## src/rtl/dlsc_pcie_s6_inbound_read_cpl.sv

```systemverilog
// Builds 3DW Cpl/CplD TLPs for the inbound read path and streams them as 32-bit beats.
// Header fields come straight from the descriptor/context inputs, which must hold until popped.
module dlsc_pcie_s6_inbound_read_cpl #(
  parameter bit REGISTER = 1'b1
) (
  input  logic        clk,
  input  logic        rst_n,
  output logic        rcb_ready,
  input  logic        rcb_valid,
  input  logic [6:0]  rcb_addr,
  input  logic [9:0]  rcb_len,
  input  logic [11:0] rcb_bytes,
  input  logic        rcb_last,
  output logic        req_ready,
  input  logic        req_valid,
  input  logic [15:0] req_id,
  input  logic [7:0]  req_tag,
  input  logic [2:0]  req_tc,
  input  logic [1:0]  req_attr,
  input  logic        req_ur,
  output logic        rd_ready,
  input  logic        rd_valid,
  input  logic [31:0] rd_data,
  input  logic [15:0] cfg_completer_id,
  input  logic        tx_ready,
  output logic        tx_valid,
  output logic [31:0] tx_data,
  output logic        tx_sof,
  output logic        tx_eof
);

  typedef enum logic [2:0] {IDLE, H0, H1, H2, DATA} state_t;

  state_t      state;
  state_t      state_nxt;
  logic [9:0]  cnt;
  logic        cnt_load;
  logic        cnt_dec;

  logic        beat_valid;
  logic        beat_ready;
  logic        beat_sof;
  logic        beat_eof;
  logic [31:0] beat_data;

  logic [31:0] dw0;
  logic [31:0] dw1;
  logic [31:0] dw2;

  assign dw0 = {1'b0, (req_ur ? 2'b00 : 2'b10), 5'b01010, 1'b0, req_tc, 4'b0000,
                1'b0, 1'b0, req_attr, 2'b00, (req_ur ? 10'd0 : rcb_len)};
  assign dw1 = {cfg_completer_id, (req_ur ? 3'b001 : 3'b000), 1'b0, rcb_bytes};
  assign dw2 = {req_id, req_tag, 1'b0, rcb_addr};

  // A load of 0 wraps through 1023..1, giving 1024 payload beats.
  always_ff @(posedge clk) begin
    if (!rst_n) begin
      state <= IDLE;
      cnt   <= 10'd0;
    end else begin
      state <= state_nxt;
      if (cnt_load) begin
        cnt <= rcb_len;
      end else if (cnt_dec) begin
        cnt <= cnt - 10'd1;
      end
    end
  end

  always_comb begin
    state_nxt  = state;
    beat_valid = 1'b0;
    beat_sof   = 1'b0;
    beat_eof   = 1'b0;
    beat_data  = 32'd0;
    rcb_ready  = 1'b0;
    req_ready  = 1'b0;
    rd_ready   = 1'b0;
    cnt_load   = 1'b0;
    cnt_dec    = 1'b0;

    case (state)
      IDLE: begin
        if (rcb_valid && req_valid) begin
          // Non-final pieces of an unsupported request produce no TLP.
          if (req_ur && !rcb_last) begin
            rcb_ready = 1'b1;
          end else begin
            state_nxt = H0;
          end
        end
      end
      H0: begin
        beat_valid = 1'b1;
        beat_sof   = 1'b1;
        beat_data  = dw0;
        if (beat_ready) begin
          state_nxt = H1;
        end
      end
      H1: begin
        beat_valid = 1'b1;
        beat_data  = dw1;
        if (beat_ready) begin
          state_nxt = H2;
        end
      end
      H2: begin
        beat_valid = 1'b1;
        beat_eof   = req_ur;
        beat_data  = dw2;
        if (beat_ready) begin
          if (req_ur) begin
            state_nxt = IDLE;
            rcb_ready = 1'b1;
            req_ready = rcb_last;
          end else begin
            state_nxt = DATA;
            cnt_load  = 1'b1;
          end
        end
      end
      DATA: begin
        beat_valid = rd_valid;
        beat_eof   = (cnt == 10'd1);
        beat_data  = rd_data;
        rd_ready   = beat_ready;
        if (rd_valid && beat_ready) begin
          cnt_dec = 1'b1;
          if (cnt == 10'd1) begin
            state_nxt = IDLE;
            rcb_ready = 1'b1;
            req_ready = rcb_last;
          end
        end
      end
      default: begin
        state_nxt = IDLE;
      end
    endcase

    // Nothing may be popped or emitted while reset is held.
    if (!rst_n) begin
      state_nxt  = IDLE;
      beat_valid = 1'b0;
      rcb_ready  = 1'b0;
      req_ready  = 1'b0;
      rd_ready   = 1'b0;
      cnt_load   = 1'b0;
      cnt_dec    = 1'b0;
    end
  end

  generate
    if (REGISTER) begin : g_reg
      logic        out_vld;
      logic        skid_vld;
      logic [33:0] out_q;
      logic [33:0] skid_q;

      assign beat_ready = !skid_vld;

      // Second entry catches the beat accepted in the cycle tx_ready drops.
      always_ff @(posedge clk) begin
        if (!rst_n) begin
          out_vld  <= 1'b0;
          skid_vld <= 1'b0;
          out_q    <= 34'd0;
          skid_q   <= 34'd0;
        end else if (tx_ready || !out_vld) begin
          if (skid_vld) begin
            out_q    <= skid_q;
            out_vld  <= 1'b1;
            skid_vld <= 1'b0;
          end else begin
            out_vld <= beat_valid;
            if (beat_valid) begin
              out_q <= {beat_sof, beat_eof, beat_data};
            end
          end
        end else if (beat_valid && !skid_vld) begin
          skid_q   <= {beat_sof, beat_eof, beat_data};
          skid_vld <= 1'b1;
        end
      end

      assign tx_valid = out_vld;
      assign tx_sof   = out_q[33];
      assign tx_eof   = out_q[32];
      assign tx_data  = out_q[31:0];
    end else begin : g_direct
      assign beat_ready = tx_ready;
      assign tx_valid   = beat_valid;
      assign tx_sof     = beat_sof;
      assign tx_eof     = beat_eof;
      assign tx_data    = beat_data;
    end
  endgenerate

endmodule

```

## config.mk

```make
export PLATFORM = sky130hd
export DESIGN_NAME = dlsc_pcie_s6_inbound_read_cpl
export DESIGN_NICKNAME = d
export VERILOG_FILES = /design/src/rtl/dlsc_pcie_s6_inbound_read_cpl.sv
export SDC_FILE = /design/constraint.sdc
export NUM_CORES = 1
export LEC_CHECK = 0
export ABC_CLOCK_PERIOD_IN_PS = 2260
export CAP_MARGIN = 20
export CORE_MARGIN = 2
export CORE_UTILIZATION = 40
export CTS_CLUSTER_SIZE = 30
export DETAILED_ROUTE_END_ITERATION = 8
export PLACE_DENSITY = 0.75
export SLEW_MARGIN = 40
export SYNTH_ARGS = -nofsm -noshare
export SYNTH_HDL_FRONTEND = slang
export SYNTH_SLANG_ARGS = --single-unit
```

## constraint.sdc

```tcl
create_clock -name clk -period 2.26 [get_ports clk]
set_input_delay 0.678 -clock clk [delete_from_list [all_inputs] [get_ports clk]]
set_output_delay 0.678 -clock clk [all_outputs]
set_load 0.01 [all_outputs]
```

# Yosys cells after proc, flatten, opt, wreduce, memory -nomap -nowiden
# Index checks and enable logic that the tools add are counted.
word_totals:
  reg_bits: 83
  out_inout_bits: 38
  elab_cells: 82
classes:
  addsub: 1
  eq_ne: 12
  n_mux: 45
  bitwise_logic: 2
  n_reduce_logical: 16
ops:
  columns: ["op", "n"]
  rows:
  - ["$pmux W32 S4", 1]
  - ["$mux W34", 2]
  - ["$mux W10", 3]
  - ["$mux W1", 25]
  - ["$mux W3", 8]
  - ["$pmux W3 S5", 1]
  - ["$ne A2 B2 Y1 const B", 7]
  - ["$eq A10 B1 Y1 const B", 1]
  - ["$sub A10 B1 Y10 const B", 1]
  - ["$reduce_and A7 Y1", 1]
  - ["$eq A3 B2 Y1 const B", 2]
  - ["$pmux W1 S2", 3]
  - ["$logic_and A1 B1 Y1", 4]
  - ["$reduce_and A2 Y1", 2]
  - ["$reduce_bool A2 Y1", 2]
  - ["$eq A3 B1 Y1 const B", 1]
  - ["$eq A3 B3 Y1 const B", 1]
  - ["$logic_not A1 Y1", 3]
  - ["$logic_not A3 Y1", 1]
  - ["$pmux W1 S3", 1]
  - ["$reduce_or A3 Y1", 1]
  - ["$mux W2", 1]
  - ["$not A1 Y1", 2]
  - ["$reduce_or A2 Y1", 1]
  - ["$logic_or A1 B1 Y1", 1]

# Logic depth before layout (Yosys ltp)
logic_depth:
  ltp_word: 7
  ltp_mapped: 7
  depth_no_buf: 6

# Worst setup path before layout
# No wires, ideal clock.
synth_path:
  kind: "register -> output"
  from: "register cnt[2]"
  to: "output rcb_ready"
  arrival_time_ns: 1.688
  required_time_ns: 1.582
  path_slack_ns: -0.106
  path_stages_with_launch: 6
  path_buffers: 1
  path_cell_list: "dfxtp_1 > or4_1 > buf_2 > nor4_2 > a211o_1 > o211a_1"
synth_between:
  elab_chain_len: 5
synth_rtl:
  columns: ["item", "line", "source"]
  rows:
  - ["start: declaration", "36", "logic [9:0] cnt;"]
  - ["start signal: assignment", "63", "cnt <= rcb_len;"]
  - ["start signal: assignment", "65", "cnt <= cnt - 10'd1;"]
  - ["$eq A10 B1 Y1", "130", "if (cnt == 10'd1) begin"]
  - ["$mux W1", "130", null]
  - ["$mux W1", "128", "if (rd_valid && beat_ready) begin"]
  - ["$pmux W1 S3", "82", "case (state)"]
  - ["$mux W1", "143", "if (!rst_n) begin"]
  - ["end: declaration", "8", "output logic rcb_ready,"]
# Every way passes these cells.

# Worst setup path in the final report
layout_path:
  from: "input rcb_last"
  to: "output rcb_ready"
layout_between:
  elab_chain_len: 6
layout_rtl:
  columns: ["item", "line", "source"]
  rows:
  - ["start: declaration", "13", "input logic rcb_last,"]
  - ["$logic_not A1 Y1", "86", "if (req_ur && !rcb_last) begin"]
  - ["$logic_and A1 B1 Y1", "86", null]
  - ["$mux W1", "86", null]
  - ["$mux W1", "84", "if (rcb_valid && req_valid) begin"]
  - ["$pmux W1 S3", "82", null]
  - ["$mux W1", "143", null]
# Every way passes these cells.

==> run summary <==
hold slack - 489 ps
CTS tree - done
Vert. Die Dim - 109 um
CP max FO - 2
synthesized cell area - 4450 um^2
number of global-route vias before repair - 5009
number of I/O port buffers - 151
cell leakage power - 2.55 nW
initial antenna violation count - 0
Congestion Overflow GR - 0
CP Capture Type - output port
Finished Layout Cells - 853
synth top area cells - dfxtp_1 37%, a211oi_1 4.9%, a32o_1 4.7%, mux2_2 4.6%, o21ai_0 3.9%
failing checks - setup timing
post-synth cell types - 54
Fin. Hold Viols - 0
worst skew pair latency - 360 ps
synthesized flop and latch total - 83
Core Area - 10800 um^2
top cells by count, synth - 83 x dfxtp_1, 46 x nor2_1, 41 x clkbuf_1, 41 x nand2_1, 35 x o21ai_0
top-count cell post-synth - dfxtp_1
Final Setup Violations - 2
Via density - 5.93
# hold bufs at CTS - 0
Peak Freq - 0.390 GHz
I/O pins - 152
Area growth syn-to-layout - 54.3%
Yosys warning count - 0
final setup TNS - -531 ps
slew margin rel. - 0.538
Starting Density - 0.410
Root Buffer - clkbuf_8
gr usage total - 0.251
Cells on Worst Hold Path - 2
hpwl dp - 10.9 mm
PnR worst setup slack - -303 ps
Nets - 824
Async SR Flop Fraction - 0
placer congestion estimate - 0.883
Worst VDD drop - 395 uV
placed cell count - 824
Clock Sinks - 83
die area - 12000 um^2
Die X - 109 um
Synth Flop Type - dfxtp_1
crit path kind - input pin to output port
cts bufs inserted - 9
FF-to-FF path depth - 10
CP required - 1580 ps
Reg clk slew, reported paths - 90 ps
Mapped Nets - 643
period utilisation layout - 1.13
Placement Setup Slack - -755 ps
Yosys top cell by area - dfxtp_1
# DRC - 0
Syn Area/Cell - 8.44 um^2
initial drt markers - 305
first-pass GRT wire length - 23.7 mm
layout cells sized above 1 - 0.188
worst hold path class - flop to flop
drt wl/cell - 18.4 um
final worst path period need - 2560 ps
drt first pass iters - 6
largest net degree at the start of global routing - 76
type of origin of the critical path - input pin
# rows - 38
n_diodes - 0
status - complete, but fails checks
Post-synth EDFFs - 0
Longest Clk Path Bufs - 2
Setup Skew - 12.6 ps
Least-Margin Pin Slew - 692 ps
Syn Inst Count - 527
Slew Viols, Final - 0
H-Tree Depth - 3
vias - 5061
final WL - 15.7 mm
Final Util - 0.633
unrepaired setup endpoints after global routing - yes
top-area cell type share of the netlist area - 0.374
Worst EP arrival - 1880 ps
DRT antenna net count - 0
register area share after synthesis - 0.374
Pwr Density - 807 nW/um^2
Max Cap Viol - 0
==> cells in the final DEF, fill, tap and decap left out, types with 7 or more instances in the layout <==
cell,n
clkdlybuf4s50_1,146
a21oi_1,18
o211ai_1,7
a221oi_1,13
o21ai_0,35
buf_4,65
clkbuf_8,9
o221ai_1,9
mux2_2,18
nand4_1,11
mux2i_1,10
a32o_1,21
nand2_1,41
dfxtp_1,80
nor2_1,46
nor4bb_1,15
a22oi_1,14
nor3_1,24
a211oi_1,26
or3_1,7
==> per-layer routing <==
layer / GRT usage / wire length (um) / vias to the layer above
li1: - / - / 2367
met1: 0.301 / 6140 / 2393
met2: 0.438 / 7810 / 271
met3: 0.0451 / 1300 / 30
met4: 0.110 / 415 / 0
met5: 0 / 0 / -
==> where the power goes <==
part | leakage [nW] | total (mW) | internal (mW) | switching [mW]
combinational | 1.78 | 2.70 | 1.31 | 1.39
clock | 0.0915 | 1.06 | 0.428 | 0.630
sequential | 0.673 | 1.78 | 1.66 | 0.122
total | 2.55 | 5.54 | 3.40 | 2.14
==> cell families after synthesis <==
group | Yosys count | synth area share
compound gates | 167 | 0.273
xor+xnor | 2 | 0.00394
fa+ha+maj | 2 | 0.00562
buf+inv | 64 | 0.0577
flops | 83 | 0.374
mux | 28 | 0.0681
simple gates | 181 | 0.218
==> critical path: stages <==
cell	delay, ps
clkdlybuf4s50_1	490
nand2b_1	150
nor3_2	60
a211o_1	260
o211a_1	120
buf_2	130
==> state kept, by name, indices dropped and copies added, names as in the netlist <==
name	cells
g_reg.out_q	34
g_reg.skid_q	34
cnt	10
state	3
g_reg.skid_vld	1
tx_valid	1
==> final timing paths <==
kind                                 startpoint          endpoint  slack (ps)
worst max-delay path                   rcb_last         rcb_ready        -300
worst max register to register         state[0]  g_reg.skid_q[12]          90
worst min register to register  g_reg.out_q[32]   g_reg.out_q[32]         490
worst min-delay path            g_reg.out_q[32]   g_reg.out_q[32]         490
==> through the flow <==
stage	cell area, um^2	power, mW
after floorplan	4460	3.21
after global placement	6430	4.31
after detailed placement	6440	4.38
after CTS	6630	5.43
after global routing	6860	5.85
final	6860	5.54
==> area by class of cell <==
cell class / instances / area [um^2]
Fill cell: 890 / 3980
Multi-Input combinational cell: 380 / 2630
Timing Repair Buffer: 228 / 2180
Sequential cell: 83 / 1670
Tap cell: 140 / 175
Clock buffer: 9 / 124
Clock inverter: 7 / 68.8
Inverter: 6 / 22.5
==> repair_timing <==
item,CTS,global route
gates resized for setup,12,26
pin swaps,4,7
cloned,0,4
setup buffers,1,8
setup endpoints to repair,4,68
Power figures use the tool's default switching activity.
